==> config.mk <==
export PLATFORM = sky130hd
export DESIGN_NAME = div_ctrl_flat
export DESIGN_NICKNAME = d
export VERILOG_FILES = /design/src/rtl/div_ctrl_pkg.sv /design/src/rtl/div_ctrl_if.sv /design/src/rtl/div_ctrl_special_case.sv /design/src/rtl/div_ctrl.sv /design/src/flat_wrapper.sv
export SDC_FILE = /design/constraint.sdc
export NUM_CORES = 1
export LEC_CHECK = 0
export BUFFER_PORTS_ARGS = -buffer_cell sky130_fd_sc_hd__buf_2
export CORE_MARGIN = 2
export CORE_UTILIZATION = 45
export CTS_BUF_LIST = sky130_fd_sc_hd__clkbuf_16
export DETAILED_ROUTE_END_ITERATION = 12
export PLACE_DENSITY = 0.77
export SLEW_MARGIN = 5
export SYNTH_ARGS = -nofsm -noshare
export SYNTH_HDL_FRONTEND = slang
export SYNTH_SLANG_ARGS = --single-unit
==> constraint.sdc <==
create_clock -name clk -period 6.3 [get_ports clk]
set_clock_uncertainty 0.1 [all_clocks]
set_input_delay 1.575 -clock clk [delete_from_list [all_inputs] [get_ports clk]]
set_output_delay 1.575 -clock clk [all_outputs]
set_load 0.005 [all_outputs]
==> src/rtl/div_ctrl_pkg.sv <==
// Shared defines for the EX-stage divide controller.
// Widths, result select encoding and FSM state encoding.
package div_ctrl_pkg;

    localparam int XLEN       = 32;
    localparam int DIV_CYCLES = 33;

    localparam logic RES_QUO = 1'b0;
    localparam logic RES_REM = 1'b1;

    localparam logic [1:0] S_IDLE = 2'b00;
    localparam logic [1:0] S_BUSY = 2'b01;
    localparam logic [1:0] S_DONE = 2'b10;

    typedef struct packed {
        logic            sign;
        logic            rem;
        logic [4:0]      rd;
        logic [XLEN-1:0] dividend;
        logic [XLEN-1:0] divisor;
    } div_req_t;

    function automatic logic [XLEN-1:0] sel_result(
        input logic            rem,
        input logic [XLEN-1:0] quo,
        input logic [XLEN-1:0] rmd
    );
        return (rem == RES_REM) ? rmd : quo;
    endfunction

endpackage

==> src/rtl/div_ctrl_if.sv <==
// Bundle between EX pipeline, iterative divider and div_ctrl.
// slave = controller side, master = pipeline/divider side.
interface div_ctrl_if;
    import div_ctrl_pkg::*;

    logic            req_valid;
    logic            req_sign;
    logic            req_rem;
    logic [4:0]      req_rd;
    logic [XLEN-1:0] req_dividend;
    logic [XLEN-1:0] req_divisor;
    logic            flush;
    logic            stall;

    logic            div_start;
    logic            div_sign;
    logic            div_res_sel;
    logic [XLEN-1:0] div_dividend;
    logic [XLEN-1:0] div_divisor;
    logic            div_done;
    logic [XLEN-1:0] div_res;

    logic            wb_valid;
    logic [4:0]      wb_rd;
    logic [XLEN-1:0] wb_data;

    modport slave (
        input  req_valid, req_sign, req_rem, req_rd,
        input  req_dividend, req_divisor, flush,
        input  div_done, div_res,
        output stall,
        output div_start, div_sign, div_res_sel,
        output div_dividend, div_divisor,
        output wb_valid, wb_rd, wb_data
    );

    modport master (
        output req_valid, req_sign, req_rem, req_rd,
        output req_dividend, req_divisor, flush,
        output div_done, div_res,
        input  stall,
        input  div_start, div_sign, div_res_sel,
        input  div_dividend, div_divisor,
        input  wb_valid, wb_rd, wb_data
    );

endinterface

==> src/rtl/div_ctrl_special_case.sv <==
// Divide-by-zero and signed-overflow detection for div_ctrl.
// These results are known up front and skip the divider.
module div_special_case
    import div_ctrl_pkg::*;
(
    input  logic            sign,
    input  logic            rem,
    input  logic [XLEN-1:0] dividend,
    input  logic [XLEN-1:0] divisor,
    output logic            special,
    output logic [XLEN-1:0] result
);

    localparam logic [XLEN-1:0] MIN_NEG  = {1'b1, {(XLEN-1){1'b0}}};
    localparam logic [XLEN-1:0] ALL_ONES = {XLEN{1'b1}};

    logic div_zero;
    logic overflow;

    // Classify the operands and build the architectural result
    always_comb begin
        div_zero = (divisor == '0);
        overflow = sign && (dividend == MIN_NEG) && (divisor == ALL_ONES);
        special  = div_zero || overflow;
        result   = '0;
        if (div_zero) begin
            result = sel_result(rem, ALL_ONES, dividend);
        end else if (overflow) begin
            result = sel_result(rem, MIN_NEG, '0);
        end
    end

endmodule

==> src/rtl/div_ctrl.sv <==
// EX-stage controller for DIV/DIVU/REM/REMU.
// Sequences the external divider, stalls EX, emits writeback.
module div_ctrl
    import div_ctrl_pkg::*;
(
    input  logic      clk,
    input  logic      rst_n,
    div_ctrl_if.slave bus
);

    logic [1:0]      state;
    logic [1:0]      state_nxt;
    div_req_t        lat;
    logic [4:0]      res_rd;
    logic [XLEN-1:0] res_data;
    logic            special;
    logic [XLEN-1:0] bypass_res;
    logic            accept;
    logic            go_busy;
    logic            go_bypass;
    logic            abort;
    logic            finish;
    logic            live;

    div_special_case u_special (
        .sign     (bus.req_sign),
        .rem      (bus.req_rem),
        .dividend (bus.req_dividend),
        .divisor  (bus.req_divisor),
        .special  (special),
        .result   (bypass_res)
    );

    // Qualify request and divider completion against flush
    always_comb begin
        accept    = (state == S_IDLE) && bus.req_valid && !bus.flush;
        go_busy   = accept && !special;
        go_bypass = accept && special;
        abort     = (state == S_BUSY) && bus.flush;
        finish    = (state == S_BUSY) && bus.div_done && !bus.flush;
    end

    // Next state; DONE always lasts exactly one cycle
    always_comb begin
        state_nxt = state;
        unique case (state)
            S_IDLE: begin
                if (go_busy) begin
                    state_nxt = S_BUSY;
                end else if (go_bypass) begin
                    state_nxt = S_DONE;
                end
            end
            S_BUSY: begin
                if (abort) begin
                    state_nxt = S_IDLE;
                end else if (finish) begin
                    state_nxt = S_DONE;
                end
            end
            S_DONE: state_nxt = S_IDLE;
            default: state_nxt = S_IDLE;
        endcase
    end

    // State register; reset also aborts an in-flight division
    always_ff @(posedge clk) begin
        if (rst_n) begin
            state <= S_IDLE;
        end else begin
            state <= state_nxt;
        end
    end

    // Hold operands steady for the divider during BUSY
    always_ff @(posedge clk) begin
        if (rst_n) begin
            lat <= '0;
        end else if (go_busy) begin
            lat.sign     <= bus.req_sign;
            lat.rem      <= bus.req_rem;
            lat.rd       <= bus.req_rd;
            lat.dividend <= bus.req_dividend;
            lat.divisor  <= bus.req_divisor;
        end
    end

    // Capture the result from the bypass or the divider
    always_ff @(posedge clk) begin
        if (rst_n) begin
            res_rd   <= '0;
            res_data <= '0;
        end else if (go_bypass) begin
            res_rd   <= bus.req_rd;
            res_data <= bypass_res;
        end else if (finish) begin
            res_rd   <= lat.rd;
            res_data <= bus.div_res;
        end
    end

    // Drive outputs; all held low while reset is asserted
    always_comb begin
        live             = !rst_n;
        bus.stall        = live && (accept || (state == S_BUSY));
        bus.div_start    = live && (state == S_BUSY);
        bus.div_sign     = live && lat.sign;
        bus.div_res_sel  = live && lat.rem;
        bus.div_dividend = lat.dividend & {XLEN{live}};
        bus.div_divisor  = lat.divisor & {XLEN{live}};
        bus.wb_valid     = live && (state == S_DONE);
        bus.wb_rd        = res_rd & {5{live}};
        bus.wb_data      = res_data & {XLEN{live}};
    end

endmodule

==> src/flat_wrapper.sv <==
// flat-port wrapper written by rule: the top's interface ports become plain ports
module div_ctrl_flat import div_ctrl_pkg::*;
  (clk, rst_n, bus_req_valid, bus_req_sign, bus_req_rem, bus_req_rd, bus_req_dividend, bus_req_divisor, bus_flush, bus_div_done, bus_div_res, bus_stall, bus_div_start, bus_div_sign, bus_div_res_sel, bus_div_dividend, bus_div_divisor, bus_wb_valid, bus_wb_rd, bus_wb_data);
  div_ctrl_if bus_i ();
  input  logic clk;
  input  logic rst_n;
  input wire logic [$bits(bus_i.req_valid)-1:0] bus_req_valid;
  input wire logic [$bits(bus_i.req_sign)-1:0] bus_req_sign;
  input wire logic [$bits(bus_i.req_rem)-1:0] bus_req_rem;
  input wire logic [$bits(bus_i.req_rd)-1:0] bus_req_rd;
  input wire logic [$bits(bus_i.req_dividend)-1:0] bus_req_dividend;
  input wire logic [$bits(bus_i.req_divisor)-1:0] bus_req_divisor;
  input wire logic [$bits(bus_i.flush)-1:0] bus_flush;
  input wire logic [$bits(bus_i.div_done)-1:0] bus_div_done;
  input wire logic [$bits(bus_i.div_res)-1:0] bus_div_res;
  output wire logic [$bits(bus_i.stall)-1:0] bus_stall;
  output wire logic [$bits(bus_i.div_start)-1:0] bus_div_start;
  output wire logic [$bits(bus_i.div_sign)-1:0] bus_div_sign;
  output wire logic [$bits(bus_i.div_res_sel)-1:0] bus_div_res_sel;
  output wire logic [$bits(bus_i.div_dividend)-1:0] bus_div_dividend;
  output wire logic [$bits(bus_i.div_divisor)-1:0] bus_div_divisor;
  output wire logic [$bits(bus_i.wb_valid)-1:0] bus_wb_valid;
  output wire logic [$bits(bus_i.wb_rd)-1:0] bus_wb_rd;
  output wire logic [$bits(bus_i.wb_data)-1:0] bus_wb_data;
  assign bus_i.req_valid = bus_req_valid;
  assign bus_i.req_sign = bus_req_sign;
  assign bus_i.req_rem = bus_req_rem;
  assign bus_i.req_rd = bus_req_rd;
  assign bus_i.req_dividend = bus_req_dividend;
  assign bus_i.req_divisor = bus_req_divisor;
  assign bus_i.flush = bus_flush;
  assign bus_i.div_done = bus_div_done;
  assign bus_i.div_res = bus_div_res;
  assign bus_stall = bus_i.stall;
  assign bus_div_start = bus_i.div_start;
  assign bus_div_sign = bus_i.div_sign;
  assign bus_div_res_sel = bus_i.div_res_sel;
  assign bus_div_dividend = bus_i.div_dividend;
  assign bus_div_divisor = bus_i.div_divisor;
  assign bus_wb_valid = bus_i.wb_valid;
  assign bus_wb_rd = bus_i.wb_rd;
  assign bus_wb_data = bus_i.wb_data;
  div_ctrl u_core (.clk(clk), .rst_n(rst_n), .bus(bus_i));
endmodule
# After elaboration in Yosys (flattened, before gate mapping)
# Cells that the tools add are included.
# op_classes
n_lt_le_gt_ge	0
div_mod_pow	0
reduce_logical	23
shift	0
multipliers	0
n_bitwise	4
add_sub_neg	0
eq_ne	6
mux	13
# op_table
operator	n
$mux 32	6
$and 32x32->32	3
$eq 32x32->1 const B	2
$logic_not 32->1	1
$logic_and 1x1->1	14
$mux 5	2
$mux 2	4
$ne 3x1->1 const B	2
$and 5x5->5	1
$pmux 2 s2	1
$logic_not 1->1	3
$eq 2x1->1 const B	1
$eq 2x2->1 const B	1
$logic_not 2->1	1
$logic_or 1x1->1	2
$reduce_and 2->1	1
$reduce_bool 2->1	1
# word_totals
memories	0
latchBits	0
output_inout_bits	106
inputBits	108
rom_bits	0
wordCells	54
ff_bits	110
ramBits	0

# Depth between registers and ports, before layout
# Gate-level depths: netlist (run 1).
# depth
ltp_word	8
mapped_depth	8
depth_no_buf	6

# Modules after synthesis
# A second synthesis (run 1) with hierarchy kept.
# hier_totals
cells_unflattened	734
hier_area_um2	5841.9
# by_module_without_submodules
mod	instances	area_per_inst_um2	seq_area_each_um2	cells_each
div_ctrl	1	5260.0	2202.1	626
div_special_case	1	581.8	0.0	108

# Least setup slack after synthesis (run 1)
# OpenSTA, ideal clock, no wires.
# synth_path
path_kind	input to output
from	in rst_n
to	out bus_stall
cell_stages	4
slack_ns	2.143
required_ns	4.625
path_buffers	3
arrival_time_ns	2.482
cell_sequence	clkbuf_1 clkbuf_1 clkbuf_1 o21bai_1
# synth_via
elab_chain_len	2
# synth_rtl
element	line_no	source
from (decl)	flat_wrapper.sv:6	input logic rst_n;
$logic_not 1->1	div_ctrl.sv:104	live = !rst_n;
$logic_and 1x1->1	div_ctrl.sv:105	bus.stall = live && (accept || (state == S_BUSY));
to (decl)	flat_wrapper.sv:16	output wire logic [$bits(bus_i.stall)-1:0] bus_stall;
# No other way between the ends.

# Final worst setup path (run 1)
# layout_path
from	in rst_n
to	out bus_div_dividend[3]
# layout_via
elab_chain_len	2
# layout_rtl
element	line_no	source
$logic_not 1->1	div_ctrl.sv:104	
$and 32x32->32	div_ctrl.sv:109	bus.div_dividend = lat.dividend & {XLEN{live}};
to (decl)	flat_wrapper.sv:20	output wire logic [$bits(bus_i.div_dividend)-1:0] bus_div_dividend;
# No other way between the ends.

==> results of run 1 <==
-- cells by family after synthesis --
kind of cell | Yosys count | synth area share, %
compound gates | 179 | 20.63
buf+inv | 90 | 7.302
flops | 110 | 43.13
mux | 1 | 0.1960
simple gates | 302 | 28.74
-- worst reg2reg max path, cell delays in order, from the launching register on --
cell and delay, ns:
sky130_fd_sc_hd__dfxtp_1 0.34, sky130_fd_sc_hd__nor2_1 0.18, sky130_fd_sc_hd__nand3b_1 0.28, sky130_fd_sc_hd__nor4_1 0.74, sky130_fd_sc_hd__a21oi_2 0.25, sky130_fd_sc_hd__buf_4 0.30
sky130_fd_sc_hd__o21ai_0 0.13, sky130_fd_sc_hd__a221oi_1 0.11
-- through the flow --
stage,setup slack [ns],instance area [um^2]
6_report,1.826,6530
5_1_grt,1.704,6530
4_1_cts,1.810,6530
3_5_place_dp,1.524,6226
3_3_place_gp,1.593,6226
2_1_floorplan,2.143,5106
-- cell type report --
| class | instances | area (um^2) |
|---|---|---|
| inverters | 34 | 127.6 |
| well taps | 140 | 175.2 |
| clock buffers | 9 | 225.2 |
| fillers | 1084 | 4405 |
| repair buffers | 223 | 1160 |
| multi-input cells | 482 | 2561 |
| clock inverters | 7 | 78.83 |
| flip-flops and latches | 110 | 2202 |
-- path summary, 6_finish.rpt --
path | to | slack [ns] | cells after the start | from
min reg2reg | u_core.lat[6] | 0.35 | 2 | u_core.lat[6]
min | u_core.lat[6] | 0.35 | 2 | u_core.lat[6]
max | bus_div_dividend[3] | 1.83 | 4 | rst_n
max reg2reg | u_core.res_data[24] | 3.71 | 7 | u_core.state[1]
-- flip-flops by register name (all words and copies together), names as in the netlist --
register	cells
u_core.lat	71
u_core.res_data	32
u_core.res_rd	5
u_core.state	2
-- power by group --
group	internal (mW)	switching (mW)	total (mW)
Clock	0.315	0.269	0.584
Combinational	0.0677	0.0987	0.166
Sequential	0.721	0.0105	0.731
Total	1.10	0.378	1.48
-- layout by cell type, fill, tap and decap left out, drive strengths merged, types with 2 or more instances in the layout --
| master | n |
|---|---|
| nand4 | 7 |
| dfxtp | 110 |
| buf | 223 |
| or4 | 3 |
| nand4b | 3 |
| o21ai | 62 |
| a211oi | 3 |
| nor3b | 2 |
| a21oi | 73 |
| a31oi | 4 |
| nand2 | 151 |
| o31ai | 2 |
| nor2b | 72 |
| nor2 | 36 |
| nand2b | 4 |
| clkinv | 2 |
| a221oi | 31 |
| nor4 | 13 |
| clkbuf | 9 |
| nor3 | 2 |
| inv | 38 |
| nor4bb | 3 |
-- per-layer routing --
| metal | global-route usage (%) | vias to the layer above | part of all wire [%] |
|---|---|---|---|
| met2 | 38.85 | 199 | 47 |
| met5 | 0 | - | 0 |
| met3 | 4.995 | 20 | 6.8 |
| met4 | 7.250 | 0 | 1.9 |
| li1 | - | 2655 | - |
| met1 | 32.45 | 2434 | 44 |
==> impl_metrics.xml, run 1 <==
<?xml version="1.0" encoding="UTF-8"?>
<metrics>
  <group name="setup_path">
    <metric name="critPathMaxStageDelay" unit="ns">0.56</metric>
    <metric name="critical_path_start_type" unit="">primary input</metric>
    <metric name="setup.worst_path.class" unit="">in -&gt; out</metric>
    <metric name="critical-path-top-delay-family" unit="">buffers and inverters</metric>
    <metric name="cp.required" unit="ns">4.62</metric>
    <metric name="end_kind" unit="">output port</metric>
    <metric name="worstPathMaxFanout" unit="">112</metric>
    <metric name="critical_path_buf_inv_count" unit="">3</metric>
    <metric name="timing.critical_path.slowest_stage_cell" unit="">sky130_fd_sc_hd__buf_6</metric>
    <metric name="crit_path_cell_trace" unit="">buf_6 &gt; buf_4 &gt; nor2b_1 &gt; buf_2</metric>
    <metric name="worst_ep_arrival_time" unit="ns">2.80</metric>
  </group>
  <group name="synth">
    <metric name="dominantRegCellSynth" unit="">sky130_fd_sc_hd__dfxtp_1</metric>
    <metric name="ys_ff_latch" unit="">110</metric>
    <metric name="post_synth_num_cell_types" unit="">36</metric>
    <metric name="synth.cell_area" unit="um^2">5106</metric>
    <metric name="synth_seq_area_share" unit="%">43.13</metric>
    <metric name="synth_top_area_cell" unit="">sky130_fd_sc_hd__dfxtp_1</metric>
    <metric name="yosysWarningCount" unit="">0</metric>
    <metric name="synth-edff-count" unit="">0</metric>
    <metric name="synthesis.nets" unit="">790</metric>
    <metric name="synth_top_cells_by_area" unit="">sky130_fd_sc_hd__dfxtp_1 (43%), sky130_fd_sc_hd__nand2_1 (11%), sky130_fd_sc_hd__nor2b_1 (8.8%)</metric>
    <metric name="synthesis.area_per_instance" unit="um^2">7.487</metric>
    <metric name="synth_top_cells_by_count" unit="">sky130_fd_sc_hd__nand2_1 (151), sky130_fd_sc_hd__dfxtp_1 (110), sky130_fd_sc_hd__a21oi_1 (72), sky130_fd_sc_hd__nor2b_1 (72), sky130_fd_sc_hd__o21ai_0 (62)</metric>
    <metric name="synth_instances" unit="">682</metric>
    <metric name="netlist.area_leader.share" unit="%">43.13</metric>
    <metric name="post-synth-top-count-cell" unit="">sky130_fd_sc_hd__nand2_1</metric>
    <metric name="fraction_of_synthesis_flops_using_an_asynchronous_set_or_reset_pin" unit="%">0</metric>
  </group>
  <group name="floorplanning">
    <metric name="die_width" unit="um">110.5</metric>
    <metric name="boundaryPins" unit="">214</metric>
    <metric name="fp.coreArea" unit="um^2">10940</metric>
    <metric name="initial_standard_cell_utilization_of_the_core" unit="%">46.69</metric>
    <metric name="rows" unit="">38</metric>
    <metric name="floorplan.die.height" unit="um">110.5</metric>
    <metric name="die_area" unit="um^2">12210</metric>
  </group>
  <group name="detailed_routing">
    <metric name="routed_wire_length" unit="um">15370</metric>
    <metric name="drt_first_pass_iters" unit="">5</metric>
    <metric name="drt_drc_violations_left" unit="">0</metric>
    <metric name="dr.first_iter.drc_count" unit="">453</metric>
    <metric name="antenna_violating_nets_post_route" unit="">0</metric>
    <metric name="vias_per_cell" unit="">5.282</metric>
    <metric name="via_count" unit="">5308</metric>
    <metric name="avgRoutedWirePerCell" unit="um">15.30</metric>
  </group>
  <group name="sta">
    <metric name="fin_tns_setup" unit="ns">0</metric>
    <metric name="worst-slew-pin-transition" unit="ns">1.075</metric>
    <metric name="fmax" unit="MHz">223.5</metric>
    <metric name="worst_hold_slack" unit="ns">0.3502</metric>
    <metric name="final.min_clock_period" unit="ns">4.474</metric>
    <metric name="finalMaxSlewViolations" unit="">0</metric>
    <metric name="rsz0062_at_grt" unit="">no</metric>
    <metric name="setup_viol" unit="">0</metric>
    <metric name="finalCritPeriodShare" unit="%">71.02</metric>
    <metric name="timing.final.hold_violations" unit="">0</metric>
    <metric name="relSlewSlack" unit="%">28.14</metric>
  </group>
  <group name="layout">
    <metric name="layout.core_utilization" unit="%">59.71</metric>
    <metric name="finalNetCount" unit="">968</metric>
    <metric name="layout-drive-gt1-share" unit="%">28.44</metric>
    <metric name="area_delta_synth_final" unit="%">27.89</metric>
    <metric name="stdcell_count" unit="">1005</metric>
    <metric name="n_antenna_cell" unit="">0</metric>
  </group>
  <group name="clock_network">
    <metric name="hold_buffers" unit="">0</metric>
    <metric name="post-cts-setup-buffers" unit="">0</metric>
    <metric name="clkSlewWorstSetupHoldPaths" unit="ns">0.07</metric>
    <metric name="tritoncts_num_sinks" unit="">110</metric>
    <metric name="cts_buffer_depth" unit="">2</metric>
    <metric name="cts_resized" unit="">0</metric>
    <metric name="cts_buffers" unit="">9</metric>
    <metric name="clock_h_tree_levels" unit="">3</metric>
    <metric name="clk_root_buffer_cell" unit="">sky130_fd_sc_hd__clkbuf_16</metric>
    <metric name="worstSkewPairLatency" unit="ns">0.34</metric>
    <metric name="cts_tree" unit="">yes</metric>
  </group>
  <group name="grt">
    <metric name="grt-ovfl-total" unit="">0</metric>
    <metric name="grt_antenna_before_repair" unit="">0</metric>
    <metric name="grtUsageTotal" unit="%">24.06</metric>
    <metric name="grt_max_degree" unit="">113</metric>
    <metric name="via_count_of_the_first_global_routing_pass" unit="">4733</metric>
    <metric name="grt_pass1_wl" unit="um">24220</metric>
  </group>
  <group name="placement">
    <metric name="gp_routability_congestion" unit="">0.8734</metric>
    <metric name="dpl.cell_count" unit="">989</metric>
    <metric name="io_buffers" unit="">213</metric>
    <metric name="place_hpwl" unit="um">10850</metric>
  </group>
  <group name="power_and_ir_drop">
    <metric name="vdd.ir_drop.worst" unit="mV">0.2078</metric>
    <metric name="leakage" unit="nW">2.814</metric>
    <metric name="fin_total_pwr" unit="mW">1.482</metric>
    <metric name="power-per-cell-area" unit="nW/um^2">226.9</metric>
  </group>
  <group name="status">
    <metric name="status" unit="">completed</metric>
  </group>
  <group name="hold_path">
    <metric name="worst_hold_path_type" unit="">reg -&gt; reg</metric>
  </group>
  <group name="job">
    <metric name="max_cap_viol_count" unit="">0</metric>
  </group>
</metrics>
(Power assumes the default switching activity.)
==> run 2, diff against run 1 <==
Clock period 6.3 ns to 4.4 ns, I/O delays scaled along.
==> run 2 against run 1 <==
Against the previous run:
- sequential share of layout area is 0.14 points lower
- critical path depth is 4 higher
- largest power group unchanged
- worst setup slack worse by 0.87 ns
- critical endpoint is now u_core.lat[50]
- wire length is 0.42% lower
- sequential power is 44% higher
- non-clock buffer count is 2 higher
- highest routed layer unchanged
- clock-buffer cell count stayed put
- core utilization is 0.24 points higher
- worst hold slack better by 0.00084 ns
==> impl_metrics.xml, run 2 (synthesized netlist as in run 1, its figures left out) <==
<?xml version="1.0" encoding="UTF-8"?>
<metrics>
  <group name="layout">
    <metric name="area.sequential" unit="um^2">2202</metric>
    <metric name="largest_register_ffs" unit="">71</metric>
    <metric name="final.fill_count" unit="">1051</metric>
    <metric name="layout-drive-gt1-share" unit="%">28.37</metric>
    <metric name="top_register_by_number_of_flip_flops" unit="">u_core.lat</metric>
    <metric name="finalNetCount" unit="">970</metric>
    <metric name="final_common_cell" unit="">sky130_fd_sc_hd__buf_2</metric>
    <metric name="layout_common_cells" unit="">sky130_fd_sc_hd__buf_2 (212), sky130_fd_sc_hd__nand2_1 (151), sky130_fd_sc_hd__dfxtp_1 (110), sky130_fd_sc_hd__nor2b_1 (72), sky130_fd_sc_hd__a21oi_1 (71)</metric>
    <metric name="n_antenna_cell" unit="">0</metric>
    <metric name="area_delta_synth_final" unit="%">28.40</metric>
    <metric name="footprint_of_the_multi_input_gates" unit="um^2">2561</metric>
    <metric name="stdcell_count" unit="">1007</metric>
    <metric name="layout_top_registers" unit="">u_core.lat x71, u_core.res_data x32, u_core.res_rd x5</metric>
  </group>
  <group name="setup_path">
    <metric name="timing.critical_path.mode_cell" unit="">sky130_fd_sc_hd__or4_1</metric>
    <metric name="cp.required" unit="ns">4.58</metric>
    <metric name="setup.worst_path.class" unit="">in -&gt; reg</metric>
    <metric name="worstPathMaxFanout" unit="">40</metric>
    <metric name="critical_path_start_type" unit="">primary input</metric>
    <metric name="worst_ep_arrival_time" unit="ns">3.62</metric>
    <metric name="crit_path_cell_trace" unit="">buf_2 &gt; or4_1 &gt; or4_1 &gt; nor4_4 &gt; a211o_2 &gt; buf_4 &gt; nand2_1 &gt; a21oi_1</metric>
    <metric name="end_kind" unit="">register</metric>
    <metric name="r2r_slack" unit="ns">1.79</metric>
    <metric name="timing.critical_path.slowest_stage_cell" unit="">sky130_fd_sc_hd__or4_1</metric>
    <metric name="critPathMaxStageDelay" unit="ns">0.57</metric>
  </group>
  <group name="power_and_ir_drop">
    <metric name="fin_total_pwr" unit="mW">2.095</metric>
    <metric name="power.switching_fraction" unit="%">25.04</metric>
    <metric name="share_seq_of_total_power" unit="%">50.0</metric>
    <metric name="power-per-cell-area" unit="nW/um^2">319.5</metric>
    <metric name="netSwitchingPower" unit="mW">0.5245</metric>
    <metric name="vdd.ir_drop.worst" unit="mV">0.3112</metric>
    <metric name="power.share.combinational" unit="%">11.5</metric>
    <metric name="clockPowerShare" unit="%">38.5</metric>
    <metric name="cell_internal_pwr" unit="mW">1.570</metric>
    <metric name="leakage" unit="nW">2.813</metric>
  </group>
  <group name="sta">
    <metric name="final.min_clock_period" unit="ns">3.441</metric>
    <metric name="setup_viol" unit="">0</metric>
    <metric name="worst-slew-pin-transition" unit="ns">1.079</metric>
    <metric name="relSlewSlack" unit="%">27.88</metric>
    <metric name="fin_tns_setup" unit="ns">0</metric>
    <metric name="fmax" unit="MHz">290.6</metric>
    <metric name="finalCritPeriodShare" unit="%">78.21</metric>
    <metric name="worst_hold_slack" unit="ns">0.3511</metric>
    <metric name="timing.final.hold_violations" unit="">0</metric>
    <metric name="finalMaxSlewViolations" unit="">0</metric>
    <metric name="rsz0062_at_grt" unit="">no</metric>
  </group>
  <group name="clock_network">
    <metric name="cts_tree" unit="">yes</metric>
    <metric name="worstSkewPairLatency" unit="ns">0.34</metric>
    <metric name="clock_h_tree_levels" unit="">3</metric>
    <metric name="clkSlewWorstSetupHoldPaths" unit="ns">0.07</metric>
    <metric name="post-cts-setup-buffers" unit="">0</metric>
    <metric name="cts_buffers" unit="">9</metric>
    <metric name="tritoncts_num_sinks" unit="">110</metric>
    <metric name="cts_resized" unit="">0</metric>
    <metric name="clk_root_buffer_cell" unit="">sky130_fd_sc_hd__clkbuf_16</metric>
    <metric name="hold_buffers" unit="">0</metric>
    <metric name="cts_buffer_depth" unit="">2</metric>
  </group>
  <group name="grt">
    <metric name="grt_pass1_wl" unit="um">24540</metric>
    <metric name="grt_max_degree" unit="">78</metric>
    <metric name="grt-ovfl-total" unit="">0</metric>
    <metric name="via_count_of_the_first_global_routing_pass" unit="">4893</metric>
    <metric name="grtUsageTotal" unit="%">24.25</metric>
    <metric name="grt_antenna_before_repair" unit="">0</metric>
  </group>
  <group name="placement">
    <metric name="gp_routability_congestion" unit="">0.8558</metric>
    <metric name="io_buffers" unit="">213</metric>
    <metric name="place_hpwl" unit="um">10780</metric>
    <metric name="dpl.cell_count" unit="">991</metric>
  </group>
  <group name="floorplanning">
    <metric name="die_width" unit="um">110.5</metric>
    <metric name="rows" unit="">38</metric>
    <metric name="initial_standard_cell_utilization_of_the_core" unit="%">46.69</metric>
    <metric name="fp.coreArea" unit="um^2">10940</metric>
    <metric name="floorplan.die.height" unit="um">110.5</metric>
    <metric name="die_area" unit="um^2">12210</metric>
    <metric name="boundaryPins" unit="">214</metric>
  </group>
  <group name="detailed_routing">
    <metric name="vias_per_cell" unit="">5.266</metric>
    <metric name="met1Wirelength" unit="um">6654</metric>
    <metric name="routed_wire_length" unit="um">15310</metric>
    <metric name="dr.first_iter.drc_count" unit="">505</metric>
    <metric name="met3_routed_length" unit="um">1102</metric>
    <metric name="top_layer_used" unit="">met4</metric>
    <metric name="drt_first_pass_iters" unit="">5</metric>
    <metric name="via_count" unit="">5303</metric>
    <metric name="antenna_violating_nets_post_route" unit="">0</metric>
    <metric name="avgRoutedWirePerCell" unit="um">15.20</metric>
    <metric name="met2WireLength" unit="um">7323</metric>
    <metric name="drt_drc_violations_left" unit="">0</metric>
  </group>
  <group name="status">
    <metric name="status" unit="">completed</metric>
  </group>
  <group name="hold_path">
    <metric name="worst_hold_path_type" unit="">reg -&gt; reg</metric>
  </group>
  <group name="job">
    <metric name="max_cap_viol_count" unit="">0</metric>
  </group>
</metrics>
-- run 2: changes by cell type in the layout (fill, tap and decap cells not counted), sizes merged --
cell and delta:
clkinv +1, clkinvlp +3, inv -4, buf +2
-- run 2: worst max-delay path, delay by kind of cell --
kind	cells	cell delay [ns]
buffers and inverters	2	0.49
AOI/OAI and AO/OA	2	0.38
and+or+nand+nor	4	1.64
-- run 2: metal layers --
layer  vias up  track usage, %
li1       2662               -
met1      2419           31.56
met3        17           5.928
met2       205           40.12
met5         -               0
met4         0           6.750
-- run 2: per-stage QoR --
stage / util, % / instance area (um^2) / setup slack [ns]
floorplan: - / 5106 / 1.145
global placement: 57.30 / 6266 / 0.6398
global route: 59.95 / 6556 / 0.8421
detailed placement: 57.30 / 6266 / 0.6090
finish: 59.95 / 6556 / 0.9585
CTS: 59.95 / 6556 / 0.9564
-- run 2: path summary, 6_finish.rpt --
| kind | cells after the start | endpoint | from |
|---|---|---|---|
| max | 8 | u_core.lat[50] | bus_req_dividend[24] |
| min | 2 | u_core.lat[56] | u_core.lat[56] |
| max reg2reg | 7 | u_core.res_data[7] | u_core.state[1] |
| min reg2reg | 2 | u_core.lat[56] | u_core.lat[56] |
-- run 2: layout make-up --
type                       instances  share of cell area, %
clock inverter                     7                 0.9924
timing repair buffer             225                  18.30
inverter                          34                  1.947
tap                              140                  2.672
sequential                       110                  33.59
multi-input combinational        482                  39.06
clock buffer                       9                  3.435
-- run 2: power by group through the flow --
stage	combinational [mW]	clock [mW]	sequential (mW)
CTS	0.242	0.821	1.05
floorplan	0.126	0	1.07
global placement	0.239	0	1.07
detailed placement	0.241	0	1.07
finish	0.241	0.806	1.05
global route	0.268	0.858	1.05
==> run 3, diff against run 2 <==
Settings changed: CORE_UTILIZATION 45 to 44, PLACE_DENSITY 0.77 to 0.78.
Clock period 4.4 ns to 3.1 ns, I/O delays scaled along.
==> run 3 against run 2 <==
Against the previous run:
- flip-flop and latch count unchanged
- worst hold slack got worse by 0.00086 ns
- critical path type unchanged
- worst setup slack got worse by 0.73 ns
- largest cell class unchanged
- sequential power increased by 42%
- first-iteration DRC count increased by 5.3%
==> impl_metrics.xml, run 3 (synthesized netlist as in run 1, its figures left out) <==
<?xml version="1.0" encoding="UTF-8"?>
<metrics>
  <group name="placement">
    <metric name="place_hpwl" unit="um">11150</metric>
    <metric name="io_buffers" unit="">213</metric>
    <metric name="detailed_place.area" unit="um^2">6470</metric>
    <metric name="preCtsSetupSlack" unit="ns">-0.1019</metric>
    <metric name="gp_routability_congestion" unit="">0.8564</metric>
  </group>
  <group name="clock_network">
    <metric name="clk_root_buffer_cell" unit="">sky130_fd_sc_hd__clkbuf_16</metric>
    <metric name="post-cts-setup-buffers" unit="">0</metric>
    <metric name="clock_h_tree_levels" unit="">3</metric>
    <metric name="worstSkewPairLatency" unit="ns">0.35</metric>
    <metric name="cts_resized" unit="">0</metric>
    <metric name="cts_buffer_depth" unit="">2</metric>
    <metric name="hold_buffers" unit="">0</metric>
    <metric name="cts_buffers" unit="">9</metric>
    <metric name="clkSlewWorstSetupHoldPaths" unit="ns">0.07</metric>
    <metric name="tritoncts_num_sinks" unit="">110</metric>
    <metric name="cts_tree" unit="">yes</metric>
  </group>
  <group name="sta">
    <metric name="rsz0062_at_grt" unit="">no</metric>
    <metric name="final.min_clock_period" unit="ns">2.875</metric>
    <metric name="worst-slew-pin-transition" unit="ns">0.3923</metric>
    <metric name="finalMaxSlewViolations" unit="">0</metric>
    <metric name="finalCritPeriodShare" unit="%">92.73</metric>
    <metric name="relSlewSlack" unit="%">73.17</metric>
    <metric name="fmax" unit="MHz">347.9</metric>
    <metric name="timing.final.hold_violations" unit="">0</metric>
    <metric name="setup_ws" unit="ns">0.2254</metric>
    <metric name="setup_viol" unit="">0</metric>
    <metric name="fin_tns_setup" unit="ns">0</metric>
  </group>
  <group name="layout">
    <metric name="top_register_by_number_of_flip_flops" unit="">u_core.lat</metric>
    <metric name="final.fill_count" unit="">1092</metric>
    <metric name="area_delta_synth_final" unit="%">32.96</metric>
    <metric name="final_common_cell" unit="">sky130_fd_sc_hd__buf_2</metric>
    <metric name="layout_top_registers" unit="">u_core.lat x71, u_core.res_data x32, u_core.res_rd x5</metric>
    <metric name="layout-drive-gt1-share" unit="%">29.51</metric>
    <metric name="finalNetCount" unit="">984</metric>
    <metric name="largest_register_ffs" unit="">71</metric>
    <metric name="layout.core_utilization" unit="%">59.71</metric>
    <metric name="layout_common_cells" unit="">sky130_fd_sc_hd__buf_2 (212), sky130_fd_sc_hd__nand2_1 (151), sky130_fd_sc_hd__dfxtp_1 (110), sky130_fd_sc_hd__nor2b_1 (72), sky130_fd_sc_hd__a21oi_1 (71)</metric>
    <metric name="fin_area" unit="um^2">6789</metric>
  </group>
  <group name="setup_path">
    <metric name="crit_path_cell_trace" unit="">buf_2 &gt; or4_1 &gt; or4_1 &gt; nor4_4 &gt; buf_4 &gt; a211o_2 &gt; buf_12 &gt; nand2_1 &gt; a21oi_1</metric>
    <metric name="timing.critical_path.slowest_stage_cell" unit="">sky130_fd_sc_hd__or4_1</metric>
    <metric name="end_kind" unit="">register</metric>
    <metric name="worstReg2RegStart" unit="">u_core.state[1]</metric>
    <metric name="worst_ep_arrival_time" unit="ns">3.05</metric>
    <metric name="worstPathMaxFanout" unit="">36</metric>
    <metric name="critPathMaxStageDelay" unit="ns">0.61</metric>
    <metric name="cp.required" unit="ns">3.28</metric>
    <metric name="critical_path_start_type" unit="">primary input</metric>
    <metric name="timing.critical_path.mode_cell" unit="">sky130_fd_sc_hd__or4_1</metric>
    <metric name="crit-reg2reg-capture" unit="">u_core.res_data[15]</metric>
    <metric name="r2r_cells" unit="">7</metric>
    <metric name="r2r_slack" unit="ns">0.96</metric>
    <metric name="setup.worst_path.class" unit="">in -&gt; reg</metric>
  </group>
  <group name="floorplanning">
    <metric name="floorplan.die.height" unit="um">111.7</metric>
    <metric name="boundaryPins" unit="">214</metric>
    <metric name="die_width" unit="um">111.7</metric>
    <metric name="initial_standard_cell_utilization_of_the_core" unit="%">44.91</metric>
    <metric name="rows" unit="">39</metric>
    <metric name="die_area" unit="um^2">12480</metric>
    <metric name="fp.coreArea" unit="um^2">11370</metric>
  </group>
  <group name="detailed_routing">
    <metric name="met3_routed_length" unit="um">948</metric>
    <metric name="avgRoutedWirePerCell" unit="um">15.34</metric>
    <metric name="top_layer_used" unit="">met4</metric>
    <metric name="met2WireLength" unit="um">7356</metric>
    <metric name="via_count" unit="">5507</metric>
    <metric name="vias_per_cell" unit="">5.367</metric>
    <metric name="antenna_violating_nets_post_route" unit="">0</metric>
    <metric name="drt_first_pass_iters" unit="">5</metric>
    <metric name="drt_drc_violations_left" unit="">0</metric>
    <metric name="met1Wirelength" unit="um">7030</metric>
    <metric name="routed_wire_length" unit="um">15740</metric>
    <metric name="dr.first_iter.drc_count" unit="">532</metric>
  </group>
  <group name="hold_path">
    <metric name="timing.hold.worst_path_depth" unit="">2</metric>
    <metric name="min_from" unit="">u_core.lat[62]</metric>
    <metric name="worst_hold_path_type" unit="">reg -&gt; reg</metric>
    <metric name="holdPathEnd" unit="">u_core.lat[62]</metric>
  </group>
  <group name="power_and_ir_drop">
    <metric name="leakage" unit="nW">2.941</metric>
    <metric name="share_seq_of_total_power" unit="%">48.4</metric>
    <metric name="netSwitchingPower" unit="mW">0.7490</metric>
    <metric name="power.switching_fraction" unit="%">24.37</metric>
    <metric name="fin_total_pwr" unit="mW">3.073</metric>
    <metric name="power-per-cell-area" unit="nW/um^2">452.7</metric>
    <metric name="vdd.ir_drop.worst" unit="mV">0.3691</metric>
    <metric name="cell_internal_pwr" unit="mW">2.324</metric>
    <metric name="power.share.combinational" unit="%">11.7</metric>
    <metric name="clockPowerShare" unit="%">39.9</metric>
  </group>
  <group name="grt">
    <metric name="grt_max_degree" unit="">74</metric>
    <metric name="grtUsageTotal" unit="%">23.82</metric>
    <metric name="grt_pass1_wl" unit="um">24300</metric>
    <metric name="grt-ovfl-total" unit="">0</metric>
    <metric name="grt_antenna_before_repair" unit="">2</metric>
    <metric name="via_count_of_the_first_global_routing_pass" unit="">4942</metric>
  </group>
  <group name="job">
    <metric name="max_cap_viol_count" unit="">0</metric>
  </group>
  <group name="status">
    <metric name="status" unit="">completed</metric>
  </group>
</metrics>
-- run 3: cell types whose count changed in the layout (fill, tap and decap cells not counted), sizes merged --
| cell | previous run | this run |
|---|---|---|
| clkinvlp | 3 | 1 |
| clkinv | 3 | 2 |
| buf | 225 | 239 |
| bufinv | 1 | 2 |
| diode | 0 | 2 |
| inv | 34 | 36 |
-- run 3: worst max path at each step --
stage	start	end	slack [ns]
floorplan	bus_req_dividend[24]	u_core.res_data[20]	0.17
global placement	bus_req_dividend[24]	u_core.lat[56]	-0.04
detailed placement	bus_req_dividend[24]	u_core.lat[27]	-0.10
CTS	bus_req_dividend[24]	u_core.lat[45]	0.26
global route	bus_req_dividend[24]	u_core.lat[56]	0.12
finish	bus_req_dividend[24]	u_core.lat[27]	0.23
-- run 3: area by class of cell --
| cell class | instances | area (um^2) | area share (%) |
|---|---|---|---|
| repair buffers | 239 | 1393 | 20.51 |
| clock inverters | 7 | 88.84 | 1.309 |
| well taps | 143 | 178.9 | 2.635 |
| multi-input cells | 482 | 2569 | 37.84 |
| diodes | 2 | 5.005 | 0.07372 |
| inverters | 34 | 127.6 | 1.880 |
| clock buffers | 9 | 225.2 | 3.317 |
| flip-flops and latches | 110 | 2202 | 32.44 |
-- run 3: metal layers --
metal  global-route usage (%)  up-vias
li1                         -     2689
met1                    30.99     2588
met2                    38.42      202
met3                    5.335       28
met4                    9.630        0
met5                        0        -
-- run 3: metrics by stage --
step / instances / hold WS, ns
after CTS: 1024 / 0.3514
after global routing: 1026 / 0.3685
after floorplan: 682 / 0.3318
final: 1026 / 0.3502
after detailed placement: 1008 / 0.3419
after global placement: 1008 / 0.3365
-- run 3: worst max-delay path: cells and delay by family --
kind | cells | cell delay, ns
AO/OA/AOI/OAI | 2 | 0.33
AND/OR/NAND/NOR | 4 | 1.43
buffers and inverters | 3 | 0.49
-- run 3: power groups by stage --
stage	clock network [mW]	logic, mW	registers [mW]
CTS	1.24	0.360	1.49
global route	1.30	0.397	1.49
global placement	0	0.356	1.52
floorplan	0	0.179	1.51
finish	1.23	0.361	1.49
detailed placement	0	0.359	1.52
